--- config.mk ---
export PLATFORM = sky130hd
export DESIGN_NAME = decode_stage
export DESIGN_NICKNAME = d
export VERILOG_FILES = /design/src/rtl/rv32i_pkg.sv /design/src/rtl/imm_gen.sv /design/src/rtl/decode_stage.sv
export SDC_FILE = /design/constraint.sdc
export NUM_CORES = 1
export LEC_CHECK = 0
export CAP_MARGIN = 20
export CORE_AREA = 2 2 159 161
export CTS_CLUSTER_SIZE = 14
export DETAILED_ROUTE_END_ITERATION = 7
export DIE_AREA = 0 0 161 163
export PLACE_DENSITY = 0.69
export SYNTH_ARGS = -nofsm -noshare
export SYNTH_HDL_FRONTEND = slang
export SYNTH_SLANG_ARGS = --single-unit
export TNS_END_PERCENT = 1
--- constraint.sdc ---
create_clock -name pll_1_200MHz -period 3.2 [get_ports pll_1_200MHz]
set_input_delay 0.8 -clock pll_1_200MHz [delete_from_list [all_inputs] [get_ports pll_1_200MHz]]
set_output_delay 0.8 -clock pll_1_200MHz [all_outputs]
set_load 0.02 [all_outputs]
--- src/rtl/rv32i_pkg.sv ---
// Shared RV32I decode definitions: opcode constants, ALU operation encoding,
// immediate format selection and small decode helpers.
package rv32i_pkg;

    localparam logic [6:0] OP_LUI    = 7'b0110111;
    localparam logic [6:0] OP_AUIPC  = 7'b0010111;
    localparam logic [6:0] OP_JAL    = 7'b1101111;
    localparam logic [6:0] OP_JALR   = 7'b1100111;
    localparam logic [6:0] OP_BRANCH = 7'b1100011;
    localparam logic [6:0] OP_LOAD   = 7'b0000011;
    localparam logic [6:0] OP_STORE  = 7'b0100011;
    localparam logic [6:0] OP_IMM    = 7'b0010011;
    localparam logic [6:0] OP_REG    = 7'b0110011;
    localparam logic [6:0] OP_FENCE  = 7'b0001111;
    localparam logic [6:0] OP_SYSTEM = 7'b1110011;

    typedef enum logic [3:0] {
        ALU_ADD    = 4'd0,
        ALU_SUB    = 4'd1,
        ALU_SLL    = 4'd2,
        ALU_SLT    = 4'd3,
        ALU_SLTU   = 4'd4,
        ALU_XOR    = 4'd5,
        ALU_SRL    = 4'd6,
        ALU_SRA    = 4'd7,
        ALU_OR     = 4'd8,
        ALU_AND    = 4'd9,
        ALU_PASS_B = 4'd10
    } alu_op_e;

    typedef enum logic [2:0] {
        IMM_NONE,
        IMM_I,
        IMM_S,
        IMM_B,
        IMM_U,
        IMM_J
    } imm_fmt_e;

    function automatic imm_fmt_e imm_fmt_of(input logic [6:0] opcode);
        imm_fmt_e fmt;
        case (opcode)
            OP_LUI, OP_AUIPC:                      fmt = IMM_U;
            OP_JAL:                                fmt = IMM_J;
            OP_JALR, OP_LOAD, OP_IMM,
            OP_FENCE, OP_SYSTEM:                   fmt = IMM_I;
            OP_BRANCH:                             fmt = IMM_B;
            OP_STORE:                              fmt = IMM_S;
            default:                               fmt = IMM_NONE;
        endcase
        return fmt;
    endfunction

    // funct7[5] selects SUB only for register-register ops; for shifts it
    // selects the arithmetic variant in both OP and OP-IMM.
    function automatic alu_op_e alu_op_of(input logic [2:0] funct3,
                                          input logic       alt,
                                          input logic       is_reg);
        alu_op_e op;
        case (funct3)
            3'b000:  op = (is_reg && alt) ? ALU_SUB : ALU_ADD;
            3'b001:  op = ALU_SLL;
            3'b010:  op = ALU_SLT;
            3'b011:  op = ALU_SLTU;
            3'b100:  op = ALU_XOR;
            3'b101:  op = alt ? ALU_SRA : ALU_SRL;
            3'b110:  op = ALU_OR;
            default: op = ALU_AND;
        endcase
        return op;
    endfunction

endpackage

--- src/rtl/imm_gen.sv ---
// Immediate generator: decodes the immediate format from the opcode and
// produces the sign-extended 32-bit immediate.
//   instr  in   32  instruction word
//   imm    out  32  sign-extended immediate (0 for formats without one)
module imm_gen
    import rv32i_pkg::*;
(
    input  logic [31:0] instr,
    output logic [31:0] imm
);

    always_comb begin
        imm = '0;
        case (imm_fmt_of(instr[6:0]))
            IMM_I:   imm = {{20{instr[31]}}, instr[31:20]};
            IMM_S:   imm = {{20{instr[31]}}, instr[31:25], instr[11:7]};
            IMM_B:   imm = {{19{instr[31]}}, instr[31], instr[7],
                            instr[30:25], instr[11:8], 1'b0};
            IMM_U:   imm = {instr[31:12], 12'b0};
            IMM_J:   imm = {{11{instr[31]}}, instr[31], instr[19:12],
                            instr[20], instr[30:21], 1'b0};
            default: imm = '0;
        endcase
    end

endmodule

--- src/rtl/decode_stage.sv ---
// RV32I instruction decode stage with operand forwarding, load-use hazard
// detection and the ID/EX pipeline register (valid/ready handshake).
//   pll_1_200MHz, reset           clock, synchronous active-high reset
//   if_valid/if_instr/if_pc       instruction from the IF/ID latch
//   id_ready                      stage accepts the IF instruction
//   flush                         redirect from EX, kills ID and ID/EX
//   ex_ready                      EX accepts the ID/EX contents
//   rf_read_reg1/2, rf_read_data1/2  register file read ports
//   ex_/mem_/wb_*                 downstream destinations and results
//   id_ex_*                       ID/EX pipeline register outputs
module decode_stage
    import rv32i_pkg::*;
#(
    parameter int unsigned      XLEN     = 32,
    parameter logic [XLEN-1:0]  RESET_PC = 32'h0000_0000
) (
    input  logic            pll_1_200MHz,
    input  logic            reset,
    input  logic            if_valid,
    input  logic [31:0]     if_instr,
    input  logic [XLEN-1:0] if_pc,
    output logic            id_ready,
    input  logic            flush,
    input  logic            ex_ready,
    output logic [4:0]      rf_read_reg1,
    output logic [4:0]      rf_read_reg2,
    input  logic [XLEN-1:0] rf_read_data1,
    input  logic [XLEN-1:0] rf_read_data2,
    input  logic [4:0]      ex_rd,
    input  logic [4:0]      mem_rd,
    input  logic [4:0]      wb_rd,
    input  logic            ex_reg_write,
    input  logic            mem_reg_write,
    input  logic            wb_reg_write,
    input  logic            ex_mem_read,
    input  logic [XLEN-1:0] ex_result,
    input  logic [XLEN-1:0] mem_result,
    input  logic [XLEN-1:0] wb_data,
    output logic            id_ex_valid,
    output logic [XLEN-1:0] id_ex_pc,
    output logic [XLEN-1:0] id_ex_rs1_data,
    output logic [XLEN-1:0] id_ex_rs2_data,
    output logic [XLEN-1:0] id_ex_imm,
    output logic [4:0]      id_ex_rd,
    output logic [2:0]      id_ex_funct3,
    output logic [3:0]      id_ex_alu_op,
    output logic            id_ex_alu_src_imm,
    output logic            id_ex_alu_src_pc,
    output logic            id_ex_reg_write,
    output logic            id_ex_mem_read,
    output logic            id_ex_mem_write,
    output logic            id_ex_branch,
    output logic            id_ex_jump,
    output logic            id_ex_illegal
);

    logic [6:0]      opcode;
    logic [4:0]      rs1, rs2, rd;
    logic [2:0]      funct3;
    logic [31:0]     imm;
    logic [XLEN-1:0] rs1_val, rs2_val;

    alu_op_e alu_op;
    logic    src_imm, src_pc;
    logic    dec_reg_write, dec_mem_read, dec_mem_write;
    logic    dec_branch, dec_jump, dec_illegal;
    logic    rs1_used, rs2_used;
    logic    load_use;
    logic    advance;

    assign opcode = if_instr[6:0];
    assign rd     = if_instr[11:7];
    assign funct3 = if_instr[14:12];
    assign rs1    = if_instr[19:15];
    assign rs2    = if_instr[24:20];

    assign rf_read_reg1 = rs1;
    assign rf_read_reg2 = rs2;

    imm_gen u_imm_gen (
        .instr (if_instr),
        .imm   (imm)
    );

    always_comb begin
        alu_op        = ALU_ADD;
        src_imm       = 1'b0;
        src_pc        = 1'b0;
        dec_reg_write = 1'b0;
        dec_mem_read  = 1'b0;
        dec_mem_write = 1'b0;
        dec_branch    = 1'b0;
        dec_jump      = 1'b0;
        dec_illegal   = 1'b0;
        rs1_used      = 1'b1;
        rs2_used      = 1'b0;
        case (opcode)
            OP_LUI: begin
                alu_op        = ALU_PASS_B;
                src_imm       = 1'b1;
                dec_reg_write = 1'b1;
                rs1_used      = 1'b0;
            end
            OP_AUIPC: begin
                src_imm       = 1'b1;
                src_pc        = 1'b1;
                dec_reg_write = 1'b1;
                rs1_used      = 1'b0;
            end
            OP_JAL: begin
                src_pc        = 1'b1;
                dec_jump      = 1'b1;
                dec_reg_write = 1'b1;
                rs1_used      = 1'b0;
            end
            OP_JALR: begin
                src_pc        = 1'b1;
                dec_jump      = 1'b1;
                dec_reg_write = 1'b1;
            end
            OP_BRANCH: begin
                alu_op     = ALU_SUB;
                dec_branch = 1'b1;
                rs2_used   = 1'b1;
            end
            OP_LOAD: begin
                src_imm       = 1'b1;
                dec_mem_read  = 1'b1;
                dec_reg_write = 1'b1;
            end
            OP_STORE: begin
                src_imm       = 1'b1;
                dec_mem_write = 1'b1;
                rs2_used      = 1'b1;
            end
            OP_IMM: begin
                alu_op        = alu_op_of(funct3, if_instr[30], 1'b0);
                src_imm       = 1'b1;
                dec_reg_write = 1'b1;
            end
            OP_REG: begin
                alu_op        = alu_op_of(funct3, if_instr[30], 1'b1);
                dec_reg_write = 1'b1;
                rs2_used      = 1'b1;
            end
            OP_FENCE, OP_SYSTEM: begin
                // Treated as NOP: issues as a valid instruction with no effects.
            end
            default: dec_illegal = 1'b1;
        endcase
        if (rd == 5'd0)
            dec_reg_write = 1'b0;
    end

    // Youngest producer wins. A load in EX has no data yet, so it is skipped
    // here and covered by the load-use stall instead. WB must be bypassed
    // because the register file only commits on the clock edge.
    function automatic logic [XLEN-1:0] fwd(input logic [4:0]      rs,
                                            input logic [XLEN-1:0] rf_val);
        if (rs == 5'd0)
            return '0;
        else if (ex_reg_write && ex_rd == rs && !ex_mem_read)
            return ex_result;
        else if (mem_reg_write && mem_rd == rs)
            return mem_result;
        else if (wb_reg_write && wb_rd == rs)
            return wb_data;
        else
            return rf_val;
    endfunction

    always_comb begin
        rs1_val = fwd(rs1, rf_read_data1);
        rs2_val = fwd(rs2, rf_read_data2);
    end

    assign load_use = if_valid && ex_mem_read && ex_reg_write && (ex_rd != 5'd0)
                   && ((rs1_used && ex_rd == rs1) || (rs2_used && ex_rd == rs2));

    assign advance  = ex_ready || !id_ex_valid;
    assign id_ready = (!load_use && advance) || flush;

    always_ff @(posedge pll_1_200MHz) begin
        if (reset) begin
            id_ex_valid       <= 1'b0;
            id_ex_pc          <= RESET_PC;
            id_ex_rs1_data    <= '0;
            id_ex_rs2_data    <= '0;
            id_ex_imm         <= '0;
            id_ex_rd          <= '0;
            id_ex_funct3      <= '0;
            id_ex_alu_op      <= '0;
            id_ex_alu_src_imm <= 1'b0;
            id_ex_alu_src_pc  <= 1'b0;
            id_ex_reg_write   <= 1'b0;
            id_ex_mem_read    <= 1'b0;
            id_ex_mem_write   <= 1'b0;
            id_ex_branch      <= 1'b0;
            id_ex_jump        <= 1'b0;
            id_ex_illegal     <= 1'b0;
        end else if (flush) begin
            id_ex_valid <= 1'b0;
        end else if (advance) begin
            if (load_use) begin
                id_ex_valid <= 1'b0;
            end else begin
                id_ex_valid       <= if_valid;
                id_ex_pc          <= if_pc;
                id_ex_rs1_data    <= rs1_val;
                id_ex_rs2_data    <= rs2_val;
                id_ex_imm         <= imm;
                id_ex_rd          <= rd;
                id_ex_funct3      <= funct3;
                id_ex_alu_op      <= alu_op;
                id_ex_alu_src_imm <= src_imm;
                id_ex_alu_src_pc  <= src_pc;
                id_ex_reg_write   <= dec_reg_write;
                id_ex_mem_read    <= dec_mem_read;
                id_ex_mem_write   <= dec_mem_write;
                id_ex_branch      <= dec_branch;
                id_ex_jump        <= dec_jump;
                id_ex_illegal     <= dec_illegal;
            end
        end
    end

endmodule

**After elaboration in Yosys (flattened, before gate mapping)**

Index checks and enable logic that the tools add are counted.

- Register bits: 149
- Input bits: 248
- Output and inout bits: 160
- Word-level logic and storage cells: 110

- Equality and inequality tests: 28
- Mux-type cells: 27
- Bitwise operators: 2
- Reductions and logical operators: 37

Operators by type and width:

| kind | number |
|---|---|
| 32-bit two-way mux | 8 |
| 32-bit one-hot mux with 5 select lines | 1 |
| 4-bit one-hot mux with 7 select lines | 2 |
| 5-bit == test | 6 |
| 7-bit == test (second input constant) | 4 |
| 7-bit by 6-bit == test with 1-bit output (second input constant) | 3 |
| 4-bit one-hot mux with 4 select lines | 1 |
| 3-bit == test (second input constant) | 5 |
| 1-bit logical AND | 15 |
| 5-bit logical NOT | 3 |
| 3-bit one-hot mux with 5 select lines | 1 |
| 7-bit by 5-bit == test with 1-bit output (second input constant) | 2 |
| 1-bit two-way mux | 14 |
| 3-bit by 2-bit == test with 1-bit output (second input constant) | 4 |
| 11-bit OR reduction | 1 |
| 5-bit OR reduction | 2 |
| 3-bit OR reduction | 3 |
| 7-bit by 2-bit == test with 1-bit output (second input constant) | 1 |
| 7-bit by 4-bit == test with 1-bit output (second input constant) | 1 |
| 7-bit OR reduction | 1 |
| 3-bit by 1-bit == test with 1-bit output (second input constant) | 2 |
| 2-bit OR reduction | 3 |
| 5-bit nonzero test | 1 |
| 1-bit logical NOT | 3 |
| other kinds (4) | 7 |

**Depth between registers and ports, before layout**

- Depth after elaboration: 9
- Gate-level depth with buffers: 10
- Mapped depth without buffers: 6

**Modules after synthesis**

A second synthesis with hierarchy kept.

- Cells, all modules: 1,019
- Area, all modules: 8,426.8 um^2

By module, submodules not included:

| module | times used | cells an instance | area an instance (um^2) | seq. area each (um^2) |
|---|---|---|---|---|
| decode_stage | 1 | 950 | 7,900.1 | 2,982.9 |
| imm_gen | 1 | 69 | 526.8 | 0.0 |

**Worst setup path after synthesis**

No wires, ideal clock.

- Kind: in2out
- Start: input if_instr[6]
- End: output id_ready
- Arrival: 2.221 ns
- Data required time: 2.400 ns
- Slack: 0.179 ns
- Stages on the path: 7
- Buffers on the path: 2
- Cells stage by stage: buf_2 > and3b_1 > and2_1 > o211ai_1 > buf_2 > a31oi_1 > a21o_1

- Word-level cells in the longest chain between the ends: 9
- Elaborated cells on any way between the ends: 17
- Those cells by class: 6 x eq/ne; 2 x mux; 9 x reduce/logical

Ends and longest elaborated chain:

| element | RTL line | text |
|---|---|---|
| start: declaration | decode_stage.sv:20 | `input logic [31:0] if_instr,` |
| 7-bit by 6-bit == test with 1-bit output (tied with other cells) | decode_stage.sv:97 | `case (opcode)` |
| 3-bit OR reduction (no line) | - |  |
| 1-bit two-way mux | decode_stage.sv:97 |  |
| 1-bit logical AND | decode_stage.sv:178 | `&& ((rs1_used && ex_rd == rs1) \|\| (rs2_used && ex_rd == rs2));` |
| 1-bit logical OR * | decode_stage.sv:178 |  |
| 1-bit logical AND * | decode_stage.sv:178 |  |
| 1-bit logical NOT * | decode_stage.sv:181 | `assign id_ready = (!load_use && advance) \|\| flush;` |
| 1-bit logical AND * | decode_stage.sv:181 |  |
| 1-bit logical OR * | decode_stage.sv:181 |  |
| end: declaration | decode_stage.sv:22 | `output logic id_ready,` |

Mark *: on every way between the ends. The rest lies on a longest branch, timed or not.

**Final worst setup path**

- Start: input if_instr[15]
- End: output id_ready

- Word-level cells in the longest chain between the ends: 7

Ends and longest elaborated chain:

| element | RTL line |
|---|---|
| 5-bit == test | decode_stage.sv:178 |
| 1-bit logical AND | decode_stage.sv:178 |
| 1-bit logical OR | decode_stage.sv:178 |
| 1-bit logical AND | decode_stage.sv:178 |
| 1-bit logical NOT | decode_stage.sv:181 |
| 1-bit logical AND | decode_stage.sv:181 |
| 1-bit logical OR | decode_stage.sv:181 |

Every way passes these cells.

==> flow_summary.yaml <==
synthesis:
  synth_seq_cells: 149
  syn_avg_cell_area_um2: 8.54
  yosysSeqAreaShare_pct: 35.7
  synth_edf_count: 0
  synth_warnings: 0
  synthCells: 978
  synthFlopType: "dfxtp_1"
  syn_nets: 1226
  synth.distinct_cells: 55
  async_flop_share_pct: 0
  synth_area_um2: 8350
critical_path:
  cp-end-kind: "output pin"
  cp_top_family: "buffers and inverters"
  r2r-end: "id_ex_rs1_data[17]"
  crit_cells: 8
  crit_chain: "clkdlybuf4s50_1 -> xnor2_1 -> nand3_1 -> nor2_4 -> a31oi_1 -> buf_4 -> a21o_1 -> buf_6"
  reg2reg_depth: 7
  critPathBufInv: 3
  worstSetupPathType: "input pin to output pin"
  path_max_fanout: 2
  r2r_setup_slack_ps: 1250
  cp_slowest_cell: "clkdlybuf4s50_1"
  critPathRequiredTime_ps: 2400
  worstReg2RegStart: "id_ex_valid"
  cp-start-kind: "input pin"
  arrival_ps: 2340
  worst_path_largest_cell_delay_ps: 500
timing:
  layout_setup_ws_ps: 59.8
  hold_viol: 0
  period_share_pct: 98.1
  relSlewSlack_pct: 65.1
  tightest_slew_ps: 524
  clock.fmax_ghz: 0.318
  fin_skew_ps: 7.21
  min_period_ps: 3140
  fin_setup_tns_ps: 0
  report.final.slew_viol_count: 0
  finalSetupViolations: 0
  holdWs_ps: 466
cts:
  cts_tree: "yes"
  clk_pin_slew_worst_paths_ps: 70
  root_buffer: "clkbuf_16"
  ctsLongestPathBuffers: 2
  htreeDepth: 4
  cts_hold_buffers: 0
  numClockSinks: 149
  clk_latency_ps: 420
  numCtsBuffers: 17
die:
  die_h_um: 163
  initial_utilization_pct: 33.9
  die_x_um: 161
  dieArea_um2: 26200
  core_um2: 24700
  io_pins: 408
  row_count: 58
power_and_ir_drop:
  power_mw: 5.54
  ir_worst_vdd_v: 0.000323
  powerDensity_nw_per_um2: 399
  p_leak_nw: 5.39
final_layout:
  post-route-cell-area_um2: 13900
  drive_gt1_share_pct: 12.9
  fillers: 2214
  nNetsFinal: 1643
  area_growth_syn_to_layout_pct: 66.1
worst_hold_path:
  hold_end: "id_ex_rs2_data[16]"
  holdCritStartpoint: "id_ex_rs2_data[16]"
  min_path_type: "flop to flop"
  whs_path_depth: 1
grt:
  grt_max_degree: 48
  busiest_layer: "met2"
  grt_pass1_wl_um: 50000
  antenna_found_initial: 4
  grt_pass1_vias: 9038
  met2_usage_pct: 42.8
  grt_usage_pct: 24.3
  met3_usage_pct: 8.89
  overflow: 0
  grt_use_met1_pct: 26.8
outcome:
  status: "complete, no violations"
placement:
  dp_worst_setup_slack_ps: -645
  dpl.hpwl_um: 24400
  placed_area_um2: 13100
  place.gp.congestion: 0.885
  numPortBuffers: 407
route:
  drtAntennaViolNets: 0
  wl_per_cell_um: 18.8
  num_vias: 8975
  drt_iter0_drc: 503
  routed_wl_um: 32800
  first_pass_iters: 5
  avgViaCountPerCell: 5.16
  drc: 0
job:
  maxCapViolCount: 0
[power by group]
group | internal (mW) | switching (mW)
sequential | 1.97 | 0.0604
combinational | 0.731 | 0.615
clock | 1.21 | 0.947
total | 3.91 | 1.62
[layout make-up]
class                           instances  area (µm²)  share of cell area, %
Clock buffer                           18         439                   3.17
Inverter                                2        7.51                 0.0541
Clock inverter                         14         181                   1.31
Multi-Input combinational cell        727        4850                   34.9
Sequential cell                       149        2980                   21.5
Tap cell                              330         413                   2.98
Timing Repair Buffer                  498        4990                   36.0
Antenna cell                            3        7.51                 0.0541
[worst register-to-register path: cells and delay by family, from the launching register on]
kind / cells / cell delay (ps)
DFF: 1 / 320
AOI/OAI and AO/OA: 3 / 640
buffers and inverters: 1 / 230
and+or+nand+nor: 3 / 690
[cells in the mapped netlist (2+ instances only)]
cell type / instances / area (µm²)
nor3b_1: 3 / 22.5
nor3b_4: 2 / 37.5
nor3_1: 2 / 10.0
nand3_1: 16 / 80.1
nand4_1: 2 / 12.5
nor4_1: 6 / 37.5
nand2b_1: 12 / 75.1
mux2_2: 9 / 101
o21ai_0: 8 / 40.0
dfxtp_1: 149 / 2980
a22oi_1: 4 / 30.0
a211oi_2: 17 / 213
buf_8: 2 / 30.0
buf_4: 18 / 135
nor2_1: 214 / 803
a21oi_1: 92 / 460
a32o_1: 64 / 641
and3_1: 4 / 25.0
xor2_1: 19 / 166
a31oi_1: 3 / 18.8
inv_1: 2 / 7.51
a211oi_1: 4 / 30.0
clkbuf_1: 41 / 154
a32oi_1: 2 / 17.5
nand3b_1: 4 / 30.0
xnor2_1: 12 / 105
a311oi_2: 4 / 60.1
buf_2: 25 / 125
and2_1: 6 / 37.5
a21o_1: 2 / 15.0
or4_1: 4 / 30.0
or3_1: 2 / 12.5
clkbuf_4: 2 / 15.0
buf_6: 12 / 135
mux2i_1: 116 / 1160
nand2_1: 72 / 270
nor2b_1: 4 / 25.0
[kinds of logic after synthesis]
logic type	after synthesis	share of synthesized area [%]
AO/OA/AOI/OAI	210	19.6
XOR/XNOR	31	3.25
buffers and inverters	102	7.20
flip-flops	149	35.7
multiplexers	125	15.1
AND/OR/NAND/NOR	361	19.1
[per-stage QoR]
| step | util [%] | cells |
|---|---|---|
| detailed placement | 53.1 | 1697 |
| global route | 56.2 | 1740 |
| floorplan | - | 978 |
| CTS | 55.8 | 1731 |
| global placement | 53.1 | 1697 |
| finish | 56.2 | 1741 |
[sequential cells by signal, summed over array words and instances, names as in the netlist, 3 cells and up]
signal / flops
id_ex_rs2_data: 32
id_ex_funct3: 3
id_ex_imm: 32
id_ex_alu_op: 4
id_ex_pc: 32
id_ex_rs1_data: 32
id_ex_rd: 5
[what timing repair did]
action / 4_1_cts / 5_1_grt
buffers inserted: 2 / 7
gates resized for setup: 38 / 20
endpoints found under the setup margin: 1 / 1
cloned: 0 / 0
pin swaps: 9 / 17
[cell usage in the layout, fill, tap and decap left out, drive strengths merged, types with 6 or more instances in the layout]
| cell type | synthesis | final |
|---|---|---|
| a211oi | 21 | 21 |
| a21oi | 92 | 92 |
| a32o | 64 | 64 |
| and2 | 7 | 7 |
| buf | 57 | 94 |
| clkbuf | 43 | 20 |
| clkdlybuf4s15 | 0 | 6 |
| clkdlybuf4s50 | 0 | 385 |
| dfxtp | 149 | 149 |
| dlygate4sd2 | 0 | 6 |
| inv | 2 | 11 |
| mux2 | 9 | 9 |
| mux2i | 116 | 116 |
| nand2 | 72 | 72 |
| nand2b | 12 | 12 |
| nand3 | 16 | 16 |
| nor2 | 216 | 216 |
| nor4 | 6 | 6 |
| o21ai | 8 | 8 |
| xnor2 | 12 | 12 |
| xor2 | 19 | 19 |
[per-layer routing]
metal	part of all wire (%)	up-vias
met3	10	65
met2	49	402
met5	0.067	-
li1	-	4301
met1	38	4203
met4	2.8	4
[how the worst max path moves through the flow]
stage / slack, ps / from / end
floorplan: 180 / if_instr[6] / id_ready
global placement: -650 / if_valid / id_ready
detailed placement: -650 / if_valid / id_ready
CTS: 6 / ex_rd[1] / id_ready
global route: -10 / if_instr[4] / id_ready
finish: 60 / if_instr[15] / id_ready
(Power assumes the default switching activity.)
